<file path="src/rtl/clk_div_multi.sv">
// Multi-channel programmable clock divider: per-channel tick (clock-enable) and
// near-50% square wave, runtime divisor updates taking effect on period boundaries.
module clk_div_multi #(
   parameter int unsigned N_CH  = 4,
   parameter int unsigned CH_W  = 2,
   parameter int unsigned CNT_W = 27,
   parameter logic [N_CH*CNT_W-1:0] DIV_INIT =
      {27'd1000, 27'd100_000, 27'd10_000_000, 27'd100_000_000}
) (
   input  logic              CLK_100MHz,
   input  logic              n_rst,
   input  logic [N_CH-1:0]   en,
   input  logic              sync_clr,
   input  logic              wr_en,
   input  logic [CH_W-1:0]   wr_ch,
   input  logic [CNT_W-1:0]  wr_div,
   output logic [N_CH-1:0]   tick,
   output logic [N_CH-1:0]   clk_out,
   output logic [N_CH-1:0]   div_pend
);

   for (genvar i = 0; i < N_CH; i++) begin : g_ch
      localparam logic [CNT_W-1:0] DIV_RST = DIV_INIT[i*CNT_W +: CNT_W];

      logic [CNT_W-1:0] cnt_q, cnt_d;
      logic [CNT_W-1:0] act_q, act_d;
      logic [CNT_W-1:0] pnd_q, pnd_d;
      logic             tick_q, tick_d;
      logic             clk_q, clk_d;
      logic             pend_q, pend_d;

      logic [CNT_W-1:0] d_eff;
      logic [CNT_W-1:0] half;
      logic [CNT_W-1:0] cnt_nxt;
      logic             wrap;
      logic             wr_hit;

      // A stored divisor of zero behaves as divide-by-one.
      assign d_eff   = (act_q == '0) ? CNT_W'(1) : act_q;
      assign half    = d_eff >> 1;
      assign wrap    = (cnt_q == d_eff - CNT_W'(1));
      assign cnt_nxt = wrap ? '0 : cnt_q + CNT_W'(1);
      assign wr_hit  = wr_en && (wr_ch == CH_W'(i));

      // Next-state: cleared/disabled channels take divisors at once,
      // running channels only switch divisor on the wrap edge.
      always_comb begin
         cnt_d  = cnt_q;
         act_d  = act_q;
         pnd_d  = pnd_q;
         pend_d = pend_q;
         tick_d = 1'b0;
         clk_d  = 1'b0;
         if (sync_clr || !en[i]) begin
            cnt_d  = '0;
            pend_d = 1'b0;
            if (wr_hit) begin
               act_d = wr_div;
               pnd_d = wr_div;
            end else begin
               act_d = pnd_q;
            end
         end else begin
            cnt_d  = cnt_nxt;
            tick_d = wrap;
            clk_d  = (cnt_nxt >= half);
            if (wrap) begin
               act_d  = pnd_q;
               pend_d = 1'b0;
            end
            if (wr_hit) begin
               pnd_d  = wr_div;
               pend_d = 1'b1;
            end
         end
      end

      always_ff @(posedge CLK_100MHz or negedge n_rst) begin
         if (!n_rst) begin
            cnt_q  <= '0;
            act_q  <= DIV_RST;
            pnd_q  <= DIV_RST;
            tick_q <= 1'b0;
            clk_q  <= 1'b0;
            pend_q <= 1'b0;
         end else begin
            cnt_q  <= cnt_d;
            act_q  <= act_d;
            pnd_q  <= pnd_d;
            tick_q <= tick_d;
            clk_q  <= clk_d;
            pend_q <= pend_d;
         end
      end

      assign tick[i]     = tick_q;
      assign clk_out[i]  = clk_q;
      assign div_pend[i] = pend_q;
   end

endmodule

</file>
<file path="config.mk">
export PLATFORM = sky130hd
export DESIGN_NAME = clk_div_multi
export DESIGN_NICKNAME = d
export VERILOG_FILES = /design/src/rtl/clk_div_multi.sv
export SDC_FILE = /design/constraint.sdc
export NUM_CORES = 1
export LEC_CHECK = 0
export CAP_MARGIN = 0
export CORE_MARGIN = 3
export CORE_UTILIZATION = 63
export CTS_BUF_LIST = sky130_fd_sc_hd__clkbuf_4 sky130_fd_sc_hd__clkbuf_8 sky130_fd_sc_hd__clkbuf_16
export CTS_CLUSTER_SIZE = 40
export DETAILED_ROUTE_END_ITERATION = 8
export GPL_TIMING_DRIVEN = 0
export PLACE_DENSITY = 0.85
export SYNTH_ARGS = -nofsm -noshare
export SYNTH_HDL_FRONTEND = slang
export SYNTH_SLANG_ARGS = --single-unit
</file>
<file path="constraint.sdc">
create_clock -name CLK_100MHz -period 6.95 [get_ports CLK_100MHz]
set_input_delay 0.695 -clock CLK_100MHz [delete_from_list [all_inputs] [get_ports CLK_100MHz]]
set_output_delay 0.695 -clock CLK_100MHz [all_outputs]
set_load 0.02 [all_outputs]
</file>
* Word-level counts from Yosys, hierarchy flattened
Cells that the tools add are included.
** Operators by class
- Multiply operators :: 0
- Reductions and logical operators :: 25
- Bitwise gates (word level) :: 0
- Divide/modulo/power cells :: 0
- $add $sub $neg :: 8
- Shift operators :: 0
- Order comparisons :: 4
- Muxes and demuxes :: 44
- Equality and inequality tests :: 7
** Operators by type and width (number)
- two-way mux 27 bit :: 24
- adder 27 x 1 -> 27 bit, second input constant :: 4
- equality test 27 bit :: 4
- greater-or-equal comparator 27 x 26 -> 1 bit :: 4
- logical NOT 27 bit :: 4
- subtractor 27 x 1 -> 27 bit, second input constant :: 4
- two-way mux 1 bit :: 20
- nonzero test 3 bit :: 4
- nonzero test 2 bit :: 4
- equality test 2 bit, second input constant :: 2
- logical AND 1 bit :: 4
- logical NOT 1 bit :: 4
- logical OR 1 bit :: 4
- equality test 2 x 1 -> 1 bit, second input constant :: 1
- logical NOT 2 bit :: 1
** Storage, ports and cells
- Register bits after elaboration :: 336
- Memory bits (read-only) :: 0
- Memory bits (writable) :: 0
- Bits in latches :: 0
- Memories :: 0
- Input bits :: 37
- Output and inout port bits :: 12

* Longest topological paths before layout
Gate-level depths: netlist of run 1.
- Word-level depth :: 7
- Gate-level depth with buffers :: 27

* Least setup slack after synthesis of run 1
OpenSTA, ideal clock, no wires.
- Path kind :: register to register
- Start point :: reg g_ch[0].act_q[17]
- End point :: reg g_ch[0].clk_q
- Required time :: 6.819 ns
- Cell stages (with the launch flop) :: 27
- Setup slack :: 1.336 ns
- Library setup time :: 0.131 ns
- Period minus slack after synthesis :: 5.614 ns
- Arrival :: 5.483 ns
- Buffers on the path :: 4
- Cells stage by stage :: dfrtp_1 -> clkbuf_1 -> nor4_1 -> nand4_1 -> nor3b_1 -> a41oi_1 -> ha_1 -> xor2_1 -> nand2_1 -> or4_1 -> a2111oi_0 -> nand4_1 -> nor4_1 -> buf_2 -> buf_2 -> buf_2 -> nor2_1 -> ha_1 -> nor2b_1 -> o21a_1 -> o21a_1 -> o21a_1 -> o21a_1 -> o21bai_1 -> a311oi_1 -> o221ai_1 -> o21ai_0
** On the way
- Cells in the longest elaborated chain, start to end :: 7
** Ends and longest elaborated chain
- start, declared :: line 26 : logic [CNT_W-1:0] act_q, act_d;
- start signal, assigned :: line 88 : act_q <= act_d;
- logical NOT 27 bit :: line 39 : assign d_eff = (act_q == '0) ? CNT_W'(1) : act_q;
- two-way mux 27 bit (*) :: line 39
- subtractor 27 x 1 -> 27 bit :: line 41 : assign wrap = (cnt_q == d_eff - CNT_W'(1));
- equality test 27 bit :: line 41
- two-way mux 27 bit :: line 42 : assign cnt_nxt = wrap ? '0 : cnt_q + CNT_W'(1);
- greater-or-equal comparator 27 x 26 -> 1 bit (*) :: line 66 : clk_d = (cnt_nxt >= half);
- two-way mux 1 bit (*) :: line 54 : if (sync_clr || !en[i]) begin
- named net g_ch[0].clk_d :: line 29 : logic clk_q, clk_d;
- end signal, assigned :: line 91 : clk_q <= clk_d;
- end, declared :: line 29
The timed path passes the listed nets; every way through them passes the cells marked *.
A chain may end at the register's enable or synchronous reset.

* Worst setup path in the final report of run 1
- Start point :: reg g_ch[0].act_q[6]
- End point :: reg g_ch[0].clk_q
The elaborated chain is that of the path after synthesis.

==> results of run 1 <==
==> area by class of cell <==
cell class / instances / area share [%]
timing repair buffer: 54 / 2.46
clock buffer: 55 / 4.62
buffer: 119 / 2.54
inverter: 119 / 1.86
clock inverter: 12 / 0.604
sequential: 336 / 35.3
tap: 448 / 2.33
multi-input combinational: 1756 / 50.3
==> cells by family (layout without fill, tap and decap cells) <==
kind of cell    Yosys count  in the layout  share of synthesized area (%)
compound gates          315            315                           9.63
xor+xnor                221            221                           9.00
fa+ha+maj               112            112                           6.52
buf+inv                 241            359                           4.91
flops                   336            336                           39.5
mux                     209            209                           10.4
simple gates            899            899                           20.1
==> cell usage in the layout (no fill, tap or decap), types with 47 or more instances in the layout <==
cell type / count
sky130_fd_sc_hd__nor2_1: 396
sky130_fd_sc_hd__dfrtp_1: 272
sky130_fd_sc_hd__inv_1: 118
sky130_fd_sc_hd__xnor2_1: 116
sky130_fd_sc_hd__a21oi_1: 116
sky130_fd_sc_hd__ha_1: 112
sky130_fd_sc_hd__mux2_2: 111
sky130_fd_sc_hd__xor2_1: 105
sky130_fd_sc_hd__mux2i_1: 98
sky130_fd_sc_hd__nand2_1: 93
sky130_fd_sc_hd__nand3_1: 75
sky130_fd_sc_hd__clkbuf_1: 66
sky130_fd_sc_hd__nor3_1: 66
sky130_fd_sc_hd__dfstp_2: 64
sky130_fd_sc_hd__nand4_1: 58
sky130_fd_sc_hd__clkdlybuf4s50_1: 47
==> worst max-delay path by stage <==
stage,from,endpoint,slack [ps],cells after the start
2_1_floorplan,g_ch[0].act_q[17],g_ch[0].clk_q,1340,26
5_1_grt,g_ch[2].act_q[3],g_ch[2].clk_q,-70,25
3_3_place_gp,n_rst,g_ch[0].cnt_q[12],-8860,1
4_1_cts,g_ch[0].act_q[17],g_ch[0].clk_q,10,26
6_report,g_ch[0].act_q[6],g_ch[0].clk_q,320,25
3_5_place_dp,g_ch[2].act_q[13],g_ch[2].clk_q,-90,25
==> metal layers <==
layer  vias up  GRT usage, %  part of all wire [%]
met5         -             0                     0
met4         0          15.0                   4.8
met3       193          5.07                   6.7
met2       717          52.7                    47
met1      8857          43.0                    42
li1       8373             -                     -
==> through the flow <==
stage | utilization (%) | cell area, um^2 | hold slack, ps | setup WS (ps)
2_1_floorplan | - | 21500 | 399 | 1340
5_1_grt | 71.5 | 24000 | 62.0 | -65.5
3_5_place_dp | 67.3 | 22600 | 511 | -93.5
4_1_cts | 71.1 | 23900 | 39.6 | 12.1
3_3_place_gp | 67.1 | 22500 | 502 | -8860
6_report | 71.5 | 24000 | 37.0 | 323
==> power breakdown <==
group          switching (uW)  leakage, uW  internal (uW)
clock network             832     0.000629           1190
registers                 298      0.00412           2250
logic                     675      0.00592            495
total                    1800       0.0107           3940
==> registers in the layout, indices dropped and copies added, names as in the netlist <==
signal and flops:
g_ch.act_q 108, g_ch.clk_q 4, g_ch.cnt_q 108, g_ch.pend_q 4, g_ch.pnd_q 108, g_ch.tick_q 4
==> critical path, delay by kind of cell, from the launching register on <==
| kind | cells | cell delay [ps] |
|---|---|---|
| and+or+nand+nor | 9 | 2460 |
| AOI/OAI and AO/OA | 11 | 2040 |
| buffers and inverters | 3 | 880 |
| adders and majority gates | 2 | 650 |
| DFF | 1 | 460 |
==> timing repair <==
item                                    4_1_cts  5_1_grt
hold endpoints to repair                      0        0
pin swaps                                     0        2
endpoints found under the setup margin        1        4
resized for setup                             2       27
buffers inserted                              0        3
==> reports/summary.log, run 1 <==
[status] result of the run finished clean
[logic_synthesis] count of flip-flops with a built-in enable after synthesis 0
[clock_tree] root buffer cell sky130_fd_sc_hd__clkbuf_16
[timing] Final Max Slew Viols 0
[finish] layout overhead on the synthesized area 11.7%
[critical_path] slack of the worst reg-to-reg path 320 ps
[logic_synthesis] gate count of the mapped netlist 2333
[timing] hold violation total from the final report 0
[finish] area of combinational cells with multiple inputs 12100 um^2
[power_and_ir_drop] total power 5750 uW
[finish] count of inserted antenna diode cells 0
[logic_synthesis] warnings from Yosys 0
[logic_synthesis] number of nets in the synthesized netlist 2482
[logic_synthesis] post-synthesis cell type count 66
[clock_tree] Reg clk slew, reported paths 60 ps
[placement] number of buffers added on ports 48
[clock_tree] total number of clock tree sinks 336
[critical_path] Worst EP arrival 7050 ps
[global_routing] first-pass GRT wire length 94500 um
[logic_synthesis] leading area contributor after synthesis sky130_fd_sc_hd__dfrtp_1
[routing] routed length per instance 20.2 um
[timing] minimum period implied by the final worst setup slack 6630 ps
[timing] worst clock skew on the final layout 15.8 ps
[floorplan] I/O pin total 49
[logic_synthesis] most instantiated flip-flop cell in the synthesis netlist sky130_fd_sc_hd__dfrtp_1
[logic_synthesis] cell with the most instances after synthesis sky130_fd_sc_hd__nor2_1
[logic_synthesis] sequential share of the synthesized area 39.5%
[logic_synthesis] Mapped Avg Cell Area 9.22 um^2
[routing] Via density 6.26
[finish] share of layout cells above drive strength 1 13.7%
[critical_path] Reg2Reg Launch Point g_ch[0].act_q[6]
[placement] dpl hpwl 42500 um
[routing] remaining antenna violation count after routing 0
[clock_tree] clock insertion delay at the later pin of the skew report 560 ps
[floorplan] Initial Util 64.0%
[clock_tree] number of buffers added by the clock tree synthesis step 37
[global_routing] pin count of the biggest net entering global routing 123
[routing] number of optimization iterations in the first detailed-route pass 8
[logic_synthesis] post-synthesis cell area 21500 um^2
[global_routing] global-route total usage across every layer 32.5%
[critical_path] Max stage delay on crit path 600 ps
[placement] routability congestion estimate from global placement 0.961
[floorplan] Die ar. 36400 um^2
[critical_path] maximum net fanout on the critical path 10
[power_and_ir_drop] P per Cell Area 239 nW/um^2
[clock_tree] Clock Path Buffers 3
[global_routing] number of global-route vias before repair 18000
[logic_synthesis] total of flip-flops plus latches after synthesis 336
[finish] total of fill cells in the finished design 2455
[critical_path] reg-to-reg critical path endpoint g_ch[0].clk_q
[routing] Via Count 18100
[power_and_ir_drop] maximum VDD drop 0.268 mV
[timing] tightest slew margin relative to the limit 30.4%
[routing] total detailed-routing wirelength 58600 um
[critical_path] category of the worst setup path launch point flip-flop
[critical_path] CP endpoint kind flip-flop
[floorplan] Die Height 191 um
[floorplan] number of placement rows 67
[timing] Highest Clock Rate 151 MHz
[global_routing] final global-route overflow total 0
[timing] setup violation total in the final timing report 0
[critical_path] most repeated library cell on the critical path sky130_fd_sc_hd__o21a_1
[placement] placed instance count 2832
[power_and_ir_drop] leakage power 0.0107 uW
[global_routing] antenna violations before repair 1
[clock_tree] htree depth 2
[logic_synthesis] most numerous cell types in the synthesized netlist 396 x sky130_fd_sc_hd__nor2_1, 272 x sky130_fd_sc_hd__dfrtp_1, 118 x sky130_fd_sc_hd__inv_1
[critical_path] Crit-path slowest cell sky130_fd_sc_hd__or4_1
[clock_tree] Hold Buf Count CTS 0
[critical_path] number of cells traversed by the worst register-to-register path 25
[min_path] Tightest Hold Check Type in -> async
[critical_path] critical path class reg -> reg
[routing] number of DRC violations after detailed routing 0
[finish] area taken by flip-flops and latches 8490 um^2
[timing] setup TNS 0 ps
[timing] period utilisation layout 95.3%
[critical_path] worst endpoint required time 7380 ps
[logic_synthesis] top post-synthesis cells by area sky130_fd_sc_hd__dfrtp_1 32%, sky130_fd_sc_hd__dfstp_2 7.8%, sky130_fd_sc_hd__nor2_1 6.9%, sky130_fd_sc_hd__ha_1 6.5%, sky130_fd_sc_hd__mux2_2 5.8%
[logic_synthesis] top-area cell type share of the netlist area 31.6%
[logic_synthesis] proportion of synthesized flip-flops having asynchronous set or reset 100%
[clock_tree] CTS tree done
[timing] transition time at the pin with the least slew margin 1030 ps
[floorplan] width of the die 191 um
[finish] number of cells in the finished layout apart from fillers 2899
[run] max-cap check violation count 0
[routing] starting DRC count in detailed routing 1523
[floorplan] Placeable Area 33600 um^2
[finish] number of nets in the finished design 2572
Note: power is estimated with default switching activity, not from simulation.
==> run 2, diff against run 1 <==
--- a/config.mk
+++ b/config.mk
@@ -12,7 +12,9 @@
 export CTS_CLUSTER_SIZE = 40
 export DETAILED_ROUTE_END_ITERATION = 8
 export GPL_TIMING_DRIVEN = 0
+export MAX_ROUTING_LAYER = met4
 export PLACE_DENSITY = 0.85
+export SLEW_MARGIN = 20
 export SYNTH_ARGS = -nofsm -noshare
 export SYNTH_HDL_FRONTEND = slang
 export SYNTH_SLANG_ARGS = --single-unit
==> run 2 against run 1 <==
Compared with the run above: final cell count is 0.17% higher; clock skew is 3.9 ps higher; worst hold slack better by 45 ps; largest power group unchanged; die area stayed put; non-clock buffer count is 1 higher; critical path type unchanged; routed wire length is 1.3% lower; combinational power hardly changed; maximum frequency is 1.2% higher; critical path depth stayed put.
==> reports/summary.log, run 2 (same netlist as run 1, synthesis figures left out) <==
[status] result of the run finished clean
[routing] remaining antenna violation count after routing 0
[floorplan] width of the die 191 um
[power_and_ir_drop] leakage power 0.0107 uW
[routing] Via density 6.22
[clock_tree] root buffer cell sky130_fd_sc_hd__clkbuf_16
[routing] Via Count 18100
[timing] hold violation total from the final report 0
[critical_path] Crit-path slowest cell sky130_fd_sc_hd__nor4_1
[finish] largest registers ranked by flip-flop count g_ch.act_q x108, g_ch.cnt_q x108, g_ch.pnd_q x108
[clock_tree] CTS tree done
[critical_path] number of cells traversed by the worst register-to-register path 25
[timing] worst clock skew on the final layout 19.7 ps
[power_and_ir_drop] total power 5780 uW
[critical_path] critical path class reg -> reg
[timing] minimum period implied by the final worst setup slack 6550 ps
[run] max-cap check violation count 0
[global_routing] antenna violations before repair 2
[critical_path] most repeated library cell on the critical path sky130_fd_sc_hd__o21a_1
[finish] total of fill cells in the finished design 2479
[routing] starting DRC count in detailed routing 1415
[routing] number of DRC violations after detailed routing 0
[timing] setup TNS 0 ps
[finish] number of nets in the finished design 2574
[power_and_ir_drop] P per Cell Area 240 nW/um^2
[critical_path] worst endpoint required time 7350 ps
[clock_tree] number of buffers added by the clock tree synthesis step 38
[finish] commonest non-fill, non-tap cell in the layout sky130_fd_sc_hd__nor2_1
[finish] share of layout cells above drive strength 1 13.7%
[critical_path] Worst EP arrival 6940 ps
[clock_tree] total number of clock tree sinks 336
[timing] Highest Clock Rate 153 MHz
[finish] layout overhead on the synthesized area 11.9%
[clock_tree] Clock Path Buffers 3
[floorplan] Initial Util 64.0%
[placement] number of buffers added on ports 48
[global_routing] global-route total usage across every layer 33.1%
[global_routing] number of global-route vias before repair 18000
[floorplan] Die Height 191 um
[finish] leading cell types in the layout, fill and taps excluded 396 x sky130_fd_sc_hd__nor2_1, 272 x sky130_fd_sc_hd__dfrtp_1, 118 x sky130_fd_sc_hd__inv_1, 116 x sky130_fd_sc_hd__xnor2_1, 116 x sky130_fd_sc_hd__a21oi_1
[clock_tree] clock insertion delay at the later pin of the skew report 540 ps
[placement] dpl hpwl 42700 um
[critical_path] Max stage delay on crit path 540 ps
[global_routing] final global-route overflow total 0
[timing] transition time at the pin with the least slew margin 1030 ps
[floorplan] I/O pin total 49
[clock_tree] Reg clk slew, reported paths 60 ps
[timing] setup violation total in the final timing report 0
[global_routing] pin count of the biggest net entering global routing 109
[critical_path] maximum net fanout on the critical path 10
[timing] tightest slew margin relative to the limit 31.0%
[critical_path] slack of the worst reg-to-reg path 400 ps
[placement] area post-placement 22600 um^2
[floorplan] Die ar. 36400 um^2
[timing] Hold WS 82.4 ps
[routing] routed length per instance 19.9 um
[floorplan] number of placement rows 67
[min_path] Tightest Hold Check Type in -> async
[timing] period utilisation layout 94.2%
[critical_path] category of the worst setup path launch point flip-flop
[timing] Final Max Slew Viols 0
[clock_tree] htree depth 2
[power_and_ir_drop] maximum VDD drop 0.248 mV
[routing] number of optimization iterations in the first detailed-route pass 8
[timing] setup repair after global routing missed its margin no
[finish] Design Area, Final 24100 um^2
[critical_path] CP endpoint kind flip-flop
[placement] routability congestion estimate from global placement 0.975
[routing] total detailed-routing wirelength 57800 um
[global_routing] first-pass GRT wire length 94100 um
[floorplan] Placeable Area 33600 um^2
==> run 2: cell count changes in the layout (fill, tap and decap cells not counted), moves of 2 or more <==
cell	change
sky130_fd_sc_hd__clkbuf_1	+2
sky130_fd_sc_hd__clkbuf_8	+2
sky130_fd_sc_hd__clkbuf_4	-2
sky130_fd_sc_hd__clkinvlp_4	+2
sky130_fd_sc_hd__diode_2	+2
==> run 2: final timing paths <==
kind | from | endpoint
max in group asynchronous | n_rst | g_ch[0].act_q[18]
hold reg to reg | g_ch[1].pnd_q[16] | g_ch[1].pnd_q[16]
hold / removal | n_rst | g_ch[2].cnt_q[16]
setup reg to reg | g_ch[0].act_q[6] | g_ch[0].clk_q
min in group CLK_100MHz | g_ch[1].pnd_q[16] | g_ch[1].pnd_q[16]
setup / recovery | g_ch[0].act_q[6] | g_ch[0].clk_q
==> run 2: final cells by class <==
| class | count | area, um^2 | area share, % |
|---|---|---|---|
| flip-flops and latches | 336 | 8490 | 35.3 |
| well taps | 448 | 561 | 2.33 |
| multi-input cells | 1756 | 12100 | 50.1 |
| repair buffers | 54 | 591 | 2.45 |
| clock buffers | 56 | 1150 | 4.77 |
| inverters | 119 | 447 | 1.86 |
| diodes | 2 | 5.00 | 0.0208 |
| plain buffers | 120 | 609 | 2.53 |
| clock inverters | 13 | 154 | 0.639 |
==> run 2: repair_timing <==
action	4_1_cts	5_1_grt
hold buffers	0	0
setup endpoints to repair	2	4
resized for setup	2	22
buffers inserted	0	3
pin swaps	0	2
hold endpoints to repair	0	0
==> run 2: routing by layer <==
| metal | routed length [um] | GRT usage [%] | up-vias |
|---|---|---|---|
| met3 | 3600 | 4.12 | 159 |
| met1 | 24700 | 43.2 | 8850 |
| met5 | 0 | - | - |
| met4 | 2100 | 11.9 | 0 |
| li1 | - | - | 8384 |
| met2 | 27400 | 53.6 | 675 |
==> run 2: critical path, delay by kind of cell, from the launching register on <==
family	cells	cell delay, ps
xor+xnor	1	160
flops	1	470
compound gates	10	1910
fa+ha+maj	2	650
simple gates	9	2360
buf+inv	3	850
==> run 2: power breakdown <==
part / switching, uW / internal [uW]
sequential: 289 / 2250
combinational: 672 / 495
clock: 812 / 1260
total: 1770 / 4010
==> run 2: through the flow <==
| step | util, % | instances | worst slack [ps] |
|---|---|---|---|
| CTS | 71.2 | 2901 | 0.782 |
| global placement | 67.1 | 2829 | -8840 |
| global route | 71.6 | 2903 | 15.4 |
| detailed placement | 67.3 | 2832 | -42.5 |
| finish | 71.6 | 2904 | 405 |
| floorplan | - | 2333 | 1340 |
